[config.mk]
export PLATFORM = sky130hd
export DESIGN_NAME = weight_fetch_ctrl
export DESIGN_NICKNAME = d
export VERILOG_FILES = /design/src/rtl/weight_fetch_ctrl.sv
export SDC_FILE = /design/constraint.sdc
export NUM_CORES = 1
export LEC_CHECK = 0
export ABC_CLOCK_PERIOD_IN_PS = 6400
export CORE_ASPECT_RATIO = 1.75
export CORE_UTILIZATION = 57
export DETAILED_ROUTE_END_ITERATION = 12
export GPL_TIMING_DRIVEN = 0
export PLACE_DENSITY = 0.85
export SKIP_CTS_REPAIR_TIMING = 1
export SLEW_MARGIN = 15
export SYNTH_ARGS = -nofsm -noshare
export SYNTH_HDL_FRONTEND = slang
export SYNTH_SLANG_ARGS = --single-unit
export TNS_END_PERCENT = 1
[constraint.sdc]
create_clock -name clk -period 6.4 [get_ports clk]
set_input_delay 1.28 -clock clk [delete_from_list [all_inputs] [get_ports clk]]
set_output_delay 1.28 -clock clk [all_outputs]
set_load 0.005 [all_outputs]
[src/rtl/weight_fetch_ctrl.sv]
// rtl/weight_fetch_ctrl.sv - weight BRAM to preload-array kernel sequencer
// Streams num_kernels 5x5 binary kernels, one 5-bit column per cycle, with an ack between kernels.
module weight_fetch_ctrl #(
   parameter int ADDR_W   = 10,
   parameter int BRAM_LAT = 1
) (
   input  logic              clk,
   input  logic              rst,
   input  logic              start,
   input  logic [ADDR_W-1:0] kernel_base,
   input  logic [7:0]        num_kernels,
   input  logic              kernel_ack,
   output logic              bram_en,
   output logic [ADDR_W-1:0] bram_addr,
   input  logic [4:0]        bram_dout,
   output logic [4:0]        weight_from_bram,
   output logic              input_valid,
   output logic              kernel_done,
   output logic              all_done,
   output logic              busy
);

   localparam logic [1:0] S_IDLE     = 2'd0;
   localparam logic [1:0] S_ISSUE    = 2'd1;
   localparam logic [1:0] S_DRAIN    = 2'd2;
   localparam logic [1:0] S_WAIT_ACK = 2'd3;

   logic [1:0]          state;
   logic [2:0]          col;
   logic [7:0]          k;
   logic [7:0]          num_lat;
   logic [ADDR_W-1:0]   kaddr;
   logic [BRAM_LAT-1:0] rd_pipe;
   logic [2:0]          ret_cnt;
   logic                rd_ret;
   logic                last_kernel;
   logic                drain_done;

   // kaddr tracks base + 5*k incrementally so no multiplier is needed
   assign rd_ret      = rd_pipe[BRAM_LAT-1];
   assign bram_en     = (state == S_ISSUE);
   assign bram_addr   = bram_en ? (kaddr + ADDR_W'(col)) : '0;
   assign busy        = (state != S_IDLE);
   assign last_kernel = (k == (num_lat - 8'd1));
   assign drain_done  = (rd_pipe == '0) && input_valid && (ret_cnt == 3'd5);

   always_ff @(posedge clk or posedge rst) begin
      if (rst) begin
         rd_pipe          <= '0;
         weight_from_bram <= '0;
         input_valid      <= 1'b0;
      end else begin
         rd_pipe[0] <= bram_en;
         for (int i = 1; i < BRAM_LAT; i++) begin
            rd_pipe[i] <= rd_pipe[i-1];
         end
         input_valid <= rd_ret;
         if (rd_ret) begin
            weight_from_bram <= bram_dout;
         end
      end
   end

   always_ff @(posedge clk or posedge rst) begin
      if (rst) begin
         state       <= S_IDLE;
         col         <= '0;
         k           <= '0;
         num_lat     <= '0;
         kaddr       <= '0;
         ret_cnt     <= '0;
         kernel_done <= 1'b0;
         all_done    <= 1'b0;
      end else begin
         kernel_done <= 1'b0;
         all_done    <= 1'b0;
         if (rd_ret) begin
            ret_cnt <= ret_cnt + 3'd1;
         end
         case (state)
            S_IDLE: begin
               if (start) begin
                  if (num_kernels == 8'd0) begin
                     all_done <= 1'b1;
                  end else begin
                     num_lat <= num_kernels;
                     kaddr   <= kernel_base;
                     k       <= '0;
                     col     <= '0;
                     ret_cnt <= '0;
                     state   <= S_ISSUE;
                  end
               end
            end
            S_ISSUE: begin
               col <= col + 3'd1;
               if (col == 3'd4) begin
                  state <= S_DRAIN;
               end
            end
            S_DRAIN: begin
               if (drain_done) begin
                  kernel_done <= 1'b1;
                  state       <= S_WAIT_ACK;
               end
            end
            S_WAIT_ACK: begin
               if (kernel_ack) begin
                  if (last_kernel) begin
                     all_done <= 1'b1;
                     state    <= S_IDLE;
                  end else begin
                     k       <= k + 8'd1;
                     kaddr   <= kaddr + ADDR_W'(5);
                     col     <= '0;
                     ret_cnt <= '0;
                     state   <= S_ISSUE;
                  end
               end
            end
            default: state <= S_IDLE;
         endcase
      end
   end

endmodule

==> results of run 1 <==
## worst min-delay path by stage
stage | start | end | slack, ns | cells past startpoint
after floorplan | rd_pipe | input_valid | 0.35 | 0
after global routing | rd_pipe | input_valid | 0.40 | 0
after CTS | rd_pipe | input_valid | 0.38 | 0
after global placement | rd_pipe | input_valid | 0.35 | 0
after detailed placement | rd_pipe | input_valid | 0.37 | 0
final | rd_pipe | input_valid | 0.38 | 0
## routing by layer
metal / routed length (um) / vias to the layer above / track usage
met2: 3408 / 78 / 0.4919
met4: 210 / 0 / 0.1560
li1: - / 1143 / -
met5: 0 / - / 0
met3: 284 / 20 / 0.05854
met1: 2525 / 1122 / 0.3221
## sequential cells by signal, summed over array words and instances (netlist names)
name	flops
ret_cnt	3
kaddr	10
input_valid	1
col	3
state	2
all_done	1
num_lat	8
rd_pipe	1
weight_from_bram	5
k	8
kernel_done	1
## synth_stat cells, drive strengths merged, types with 3 or more instances
cell type	number
or4	5
o21ai	26
nor3	3
a21oi	24
inv	14
nand2	24
mux2	13
or3	10
o31ai	3
o22ai	6
a21boi	6
and2	5
clkbuf	7
xor2	5
dfrtp	43
nand2b	3
nand3	10
nor2	16
ha	14
xnor2	6
buf	5
a22oi	4
## cells in the final DEF (no fill, tap or decap), types with 10 or more instances in the layout
master,netlist,routed
sky130_fd_sc_hd__ha_1,14,14
sky130_fd_sc_hd__or3_1,10,10
sky130_fd_sc_hd__clkdlybuf4s50_1,0,46
sky130_fd_sc_hd__nor2_1,16,16
sky130_fd_sc_hd__nand2_1,24,24
sky130_fd_sc_hd__nand3_1,10,10
sky130_fd_sc_hd__o21ai_0,24,24
sky130_fd_sc_hd__inv_1,14,13
sky130_fd_sc_hd__mux2_2,13,13
sky130_fd_sc_hd__dfrtp_1,43,43
sky130_fd_sc_hd__a21oi_1,24,24
## layout make-up
class	count	area, um^2
well taps	51	63.81
repair buffers	47	480.5
fillers	333	1135
clock buffers	6	72.57
plain buffers	12	75.07
flip-flops and latches	43	1076
multi-input cells	218	1516
inverters	14	52.55
clock inverters	2	12.51
## kinds of logic after synthesis
| group | synth area share |
|---|---|
| flip-flops | 0.3956 |
| XOR/XNOR | 0.03542 |
| adder cells (fa/ha/maj) | 0.07176 |
| multiplexers | 0.06118 |
| AO/OA/AOI/OAI | 0.2038 |
| buffers and inverters | 0.04691 |
| AND/OR/NAND/NOR | 0.1854 |
## stage by stage
step	power, W	std cells	hold WS (ns)	cell area, um^2
after floorplan	0.001080	287	0.3519	2720
after global placement	0.001344	384	0.3548	3244
after detailed placement	0.001380	385	0.3655	3264
after CTS	0.001558	393	0.3843	3349
after global routing	0.001689	393	0.3958	3349
final	0.001559	393	0.3785	3349
## power groups by stage
stage | clock [W] | combinational (W) | sequential, W
floorplan | 0 | 0.000597 | 0.000483
global placement | 0 | 0.000835 | 0.000509
detailed placement | 0 | 0.000865 | 0.000515
CTS | 0.000175 | 0.000873 | 0.000511
global route | 0.000182 | 0.000972 | 0.000535
finish | 0.000174 | 0.000872 | 0.000513
==> run metrics, run 1 <==
status complete, no violations; routed vias about 2.4k; count of warnings emitted by yosys 0; total routing resource utilization after global routing 0.2905; clock-pin slew on the worst setup and hold paths 0.08 ns; share of the yosys chip area belonging to registers 0.3956; Vias/cell 6.013; effective utilization at floorplan 0.6066; flip-flop cell with the highest count after synthesis sky130_fd_sc_hd__dfrtp_1; layout overhead on the synthesized area 23.14%; Reg2Reg Launch Point num_lat[0]; DRC 0; total wire length ~6400 um; maximum clock frequency around 260 MHz; Comb pwr share 0.559; max-cap violations 0; maximum fanout encountered on the critical timing path 7; number of synthesized flops with an enable pin 0; post-synthesis cell type count 57; number of clock sinks between 40 and 50; final global-route overflow total 0; share of final-layout standard cells stronger than drive strength 1 0.1111; Worst Setup Path Type flip-flop to output port; leading cell types by total area after synthesis sky130_fd_sc_hd__dfrtp_1 (40%), sky130_fd_sc_hd__ha_1 (6.4%), sky130_fd_sc_hd__mux2_2 (5.4%), sky130_fd_sc_hd__a21oi_1 (4.4%), sky130_fd_sc_hd__o21ai_0 (4.4%); mean cell area of the mapped netlist ~9.5 um^2; number of buffers added on ports 46; depth of the CTS H-tree 2; worst min path class flip-flop to flip-flop; routability congestion estimate approximately 0.84; Max-slew headroom 0.6678; Detailed Route Iter0 Violations 52; pin count of the biggest net entering global routing 32; Hold Vio Cnt, Final 0; Slowest cell on crit path sky130_fd_sc_hd__clkdlybuf4s50_1; number of nets with antenna violations after routing 0; CTS Root Buffer Type sky130_fd_sc_hd__clkbuf_8; number of detailed-route iterations in the first pass 6; wire length of the first global-routing pass 10790 um; Seq pwr share 0.329; portion of the clock cycle consumed by the worst path in the final layout 0.6127; vias in the first global route approximately 2.4k; highest ir drop seen on vdd ~0.0003 V; synthesized net count 329; Core Box Area about 0.0045 mm^2; internal power a little under 0.0009 W; number of buffers and inverters on the critical path 1; CTS tree done; critical path data arrival time around 2.6 ns; setup repair after global routing missed its margin false; Async SR Flop Fraction 1.000; Die H 93.39 um; transition time at the pin with the least slew margin between 0.4 and 0.5 ns; largest stage delay on the critical path ~0.56 ns; synthesized flop and latch total 43; top cell type by total area after synthesis sky130_fd_sc_hd__dfrtp_1; post-detailed-route wirelength per cell approximately 16 um; Static Leakage 1.392 nW; switching share of power 0.4262; HPWL reported at the end of detailed placement a little under 5000 um; number of nets in the finished design about 380; depth of the worst register-to-register path 10; standard-cell row count 32; utilization after layout 0.7469; Inserted Clock Buffers 5; r2r setup slk about 3.7 ns; Worst setup endpoint bram_addr[9]; number of antenna violations at the first check in global routing 0; Place WS roughly 2.8 ns; critical path, cell by cell ha_1 -> a21o_1 -> a21oi_1 -> o21ai_0 -> a21boi_0 -> clkdlybuf4s50_1; Post-Syn Area 0.002720 mm^2; share of the synthesized area in the top cell type 0.3956; Tmin final between 3 and 4 ns; die boundary width ~54 um; summed negative setup slack over all endpoints 0 ns; count of pins over their slew limit 0; CP Data Required Time roughly 5.1 ns; clock buffer depth 2; Final setup violation count 0; worst clock skew on the final layout 0.007814 ns; worst setup path startpoint kaddr[1]; later-pin clock latency in the skew report about 0.30 ns; Gate Count Post-Synth between 200 and 300; type of element launching the critical path flip-flop; power density over the cells between 400 and 500 mW/mm^2; Worst Slack Setup Final ~2.5 ns; Top delay family on crit path compound AO/OA/AOI/OAI gates; net switching power approximately 0.00066 W; cell depth of the worst setup path 6; clock group share of total power 0.112; die outline area 0.005063 mm^2; number of top-level design ports 47; critical register-to-register path endpoint kaddr[9]; endpoint kind of the worst setup timing path output port; Antenna diodes 0
Power figures use the tool's default switching activity.
==> run 2: changes to the inputs <==
Settings changed: ABC_CLOCK_PERIOD_IN_PS 6400 to 3500, CORE_UTILIZATION 57 to 48, PLACE_DENSITY 0.85 to 0.76.
Clock period 6.4 ns to 3.5 ns, I/O delays scaled along.
==> run metrics, run 2 (synthesis results as in run 1) <==
FF/Latch Area 0.001076 mm^2 (unchanged); worst setup path startpoint kaddr[0]; routability congestion estimate 0.8573 (+2.1%); number of buffers and inverters on the critical path 1 (unchanged); max-cap violations 0 (unchanged); clock buffer depth 2 (unchanged); number of cells in the finished layout apart from fillers 416 (+5.9%); net switching power 0.001211 W (+82%); number of nets in the finished design 383 (unchanged); critical path data arrival time 2.58 ns (-0.06 ns); transition time at the pin with the least slew margin 0.5019 ns (+0.005481 ns); clock-pin slew on the worst setup and hold paths 0.10 ns (+0.02 ns); maximum fanout encountered on the critical timing path 6 (-1); pin count of the biggest net entering global routing 31 (-3.1%); depth of the CTS H-tree 2 (unchanged); fill count 476 (+43%); die outline area 0.005984 mm^2 (+18%); type of element launching the critical path flip-flop; hold endpoint input_valid; routed vias 2364 (+0.042%); number of detailed-route iterations in the first pass 4 (-2); highest ir drop seen on vdd 0.0004814 V (+57%); total routing resource utilization after global routing 0.2307 (-0.05974); commonest non-fill, non-tap cell in the layout sky130_fd_sc_hd__clkdlybuf4s50_1; Detailed Route Iter0 Violations 57 (+9.6%); Reg2Reg Launch Point num_lat[0]; internal power 0.001709 W (+91%); vias in the first global route 2277 (-5.0%); depth of the worst register-to-register path 11 (+1); Slowest cell on crit path sky130_fd_sc_hd__clkdlybuf4s50_1; hold path startpoint rd_pipe; post-detailed-route wirelength per cell 15.31 um (-6.4%); share of final-layout standard cells stronger than drive strength 1 0.1170 (+0.005848); number of nets with antenna violations after routing 0 (unchanged); post-placement cell count 408 (+6.0%); Static Leakage 1.409 nW (+1.3%); largest stage delay on the critical path 0.54 ns (-0.02 ns); HPWL reported at the end of detailed placement 4743 um (-1.5%); WHS Path Cells 0 (unchanged); r2r setup slk 0.95 ns (-2.76 ns); status complete, no violations; DRC 0 (unchanged); power density over the cells 856.6 mW/mm^2 (+84%); portion of the clock cycle consumed by the worst path in the final layout 0.9368; registers with the most flip-flops kaddr (10), k (8), num_lat (8); endpoint kind of the worst setup timing path output port; die boundary width 58.91 um (+8.6%); number of clock sinks 43 (unchanged); Seq pwr share 0.321 (-0.008); Hold Vio Cnt, Final 0 (unchanged); number of antenna violations at the first check in global routing 0 (unchanged); worst min path class flip-flop to flip-flop; Inserted Clock Buffers 5 (unchanged); total wire length 6368 um (-0.93%); setup repair after global routing missed its margin false; count of pins over their slew limit 0 (unchanged); max FFs per register 10 (unchanged); summed negative setup slack over all endpoints 0 ns (unchanged); effective utilization at floorplan 0.5091 (-0.09745); area occupied by multi-input gates 0.001520 mm^2 (+0.25%); switching share of power 0.4148 (-0.01146); Top delay family on crit path compound AO/OA/AOI/OAI gates; CP Data Required Time 2.80 ns (-2.32 ns); critical register-to-register path endpoint k[4]; Tmin final about 3.3 ns; number of top-level design ports 47 (unchanged); Max-slew headroom 0.6654 (-0.002432); number of buffers added on ports 46 (unchanged); Vias/cell 5.683 (-5.5%); Comb pwr share 0.542 (-0.017); worst clock skew on the final layout 0.01515 ns (+0.007333 ns); CTS Root Buffer Type sky130_fd_sc_hd__clkbuf_8; standard-cell row count 35 (+9.4%); Antenna diodes 0 (unchanged); critical path, cell by cell ha_1 -> fa_1 -> a21oi_1 -> o21ai_0 -> a21boi_0 -> clkdlybuf4s50_1; later-pin clock latency in the skew report 0.31 ns (about the same); commonest cells after routing, fill and taps aside sky130_fd_sc_hd__clkdlybuf4s50_1 (46), sky130_fd_sc_hd__dfrtp_1 (43), sky130_fd_sc_hd__nand2_1 (24), sky130_fd_sc_hd__o21ai_0 (24), sky130_fd_sc_hd__a21oi_1 (23); final global-route overflow total 0 (unchanged); layout overhead on the synthesized area 25.34%; clock group share of total power 0.137 (+0.025); Die H 101.6 um (+8.8%); CTS tree done; top register by number of flip-flops kaddr; maximum clock frequency around 300 MHz; Worst Setup Path Type flip-flop to output port; wire length of the first global-routing pass 10340 um (-4.2%); Core Box Area 0.005343 mm^2 (+19%); Final setup violation count 0 (unchanged)
[run 2: cell count changes in the layout (fill, tap and decap cells not counted)]
cell,before,now
sky130_fd_sc_hd__a21oi_1,24,23
sky130_fd_sc_hd__clkinvlp_4,1,0
sky130_fd_sc_hd__a21oi_2,0,1
sky130_fd_sc_hd__bufinv_16,0,1
sky130_fd_sc_hd__clkbuf_1,7,6
sky130_fd_sc_hd__clkinv_4,0,1
[run 2: layout make-up]
cell class	instances	share of cell area
Inverter	14	0.01541
Timing Repair Buffer	47	0.1409
Buffer	12	0.02202
Sequential cell	43	0.3156
Clock inverter	3	0.01284
Tap cell	74	0.02716
Multi-Input combinational cell	218	0.4459
Clock buffer	5	0.02018
[run 2: power groups by stage]
stage	Sequential, W	Combinational (W)	Clock, W
final	0.000937	0.00158	0.000400
after global routing	0.000971	0.00177	0.000420
after CTS	0.000935	0.00159	0.000401
after detailed placement	0.000945	0.00158	0
after global placement	0.000932	0.00154	0
after floorplan	0.000883	0.00109	0
[run 2: how the worst max path moves through the flow]
stage,end,slack (ns),cells after the start
CTS,bram_addr[9],0.12,6
floorplan,kaddr[9],1.14,7
finish,bram_addr[8],0.22,6
global placement,k[4],0.46,9
detailed placement,k[4],0.46,9
global route,bram_addr[8],0.07,6
[run 2: per-layer routing]
metal,GRT usage,share of wire,vias up
met1,0.2434,0.39,1161
li1,-,-,1150
met5,0,0,-
met3,0.02682,0.022,15
met2,0.4406,0.56,38
met4,0.1026,0.024,0
[run 2: through the flow]
step / total power (W) / instance area (um^2) / worst slack (ns) / hold WS (ns) / util
4_1_cts: 0.002929 / 3406 / 0.1199 / 0.3828 / 0.6375
3_5_place_dp: 0.002520 / 3293 / 0.4576 / 0.3640 / 0.6164
2_1_floorplan: 0.001975 / 2720 / 1.138 / 0.3519 / -
3_3_place_gp: 0.002471 / 3273 / 0.4642 / 0.3547 / 0.6126
5_1_grt: 0.003158 / 3410 / 0.06781 / 0.3950 / 0.6382
6_report: 0.002921 / 3410 / 0.2212 / 0.3858 / 0.6382
[run 2: worst register-to-register path, stage by stage (launching register included)]
cell and delay (ns):
sky130_fd_sc_hd__dfrtp_1 0.46, sky130_fd_sc_hd__inv_1 0.08, sky130_fd_sc_hd__ha_1 0.19, sky130_fd_sc_hd__nor3b_2 0.26, sky130_fd_sc_hd__a21oi_1 0.12, sky130_fd_sc_hd__nor4b_2 0.35
sky130_fd_sc_hd__o2111ai_2 0.26, sky130_fd_sc_hd__o21ba_1 0.24, sky130_fd_sc_hd__buf_6 0.14, sky130_fd_sc_hd__buf_8 0.14, sky130_fd_sc_hd__a22oi_2 0.14, sky130_fd_sc_hd__nand2_1 0.07
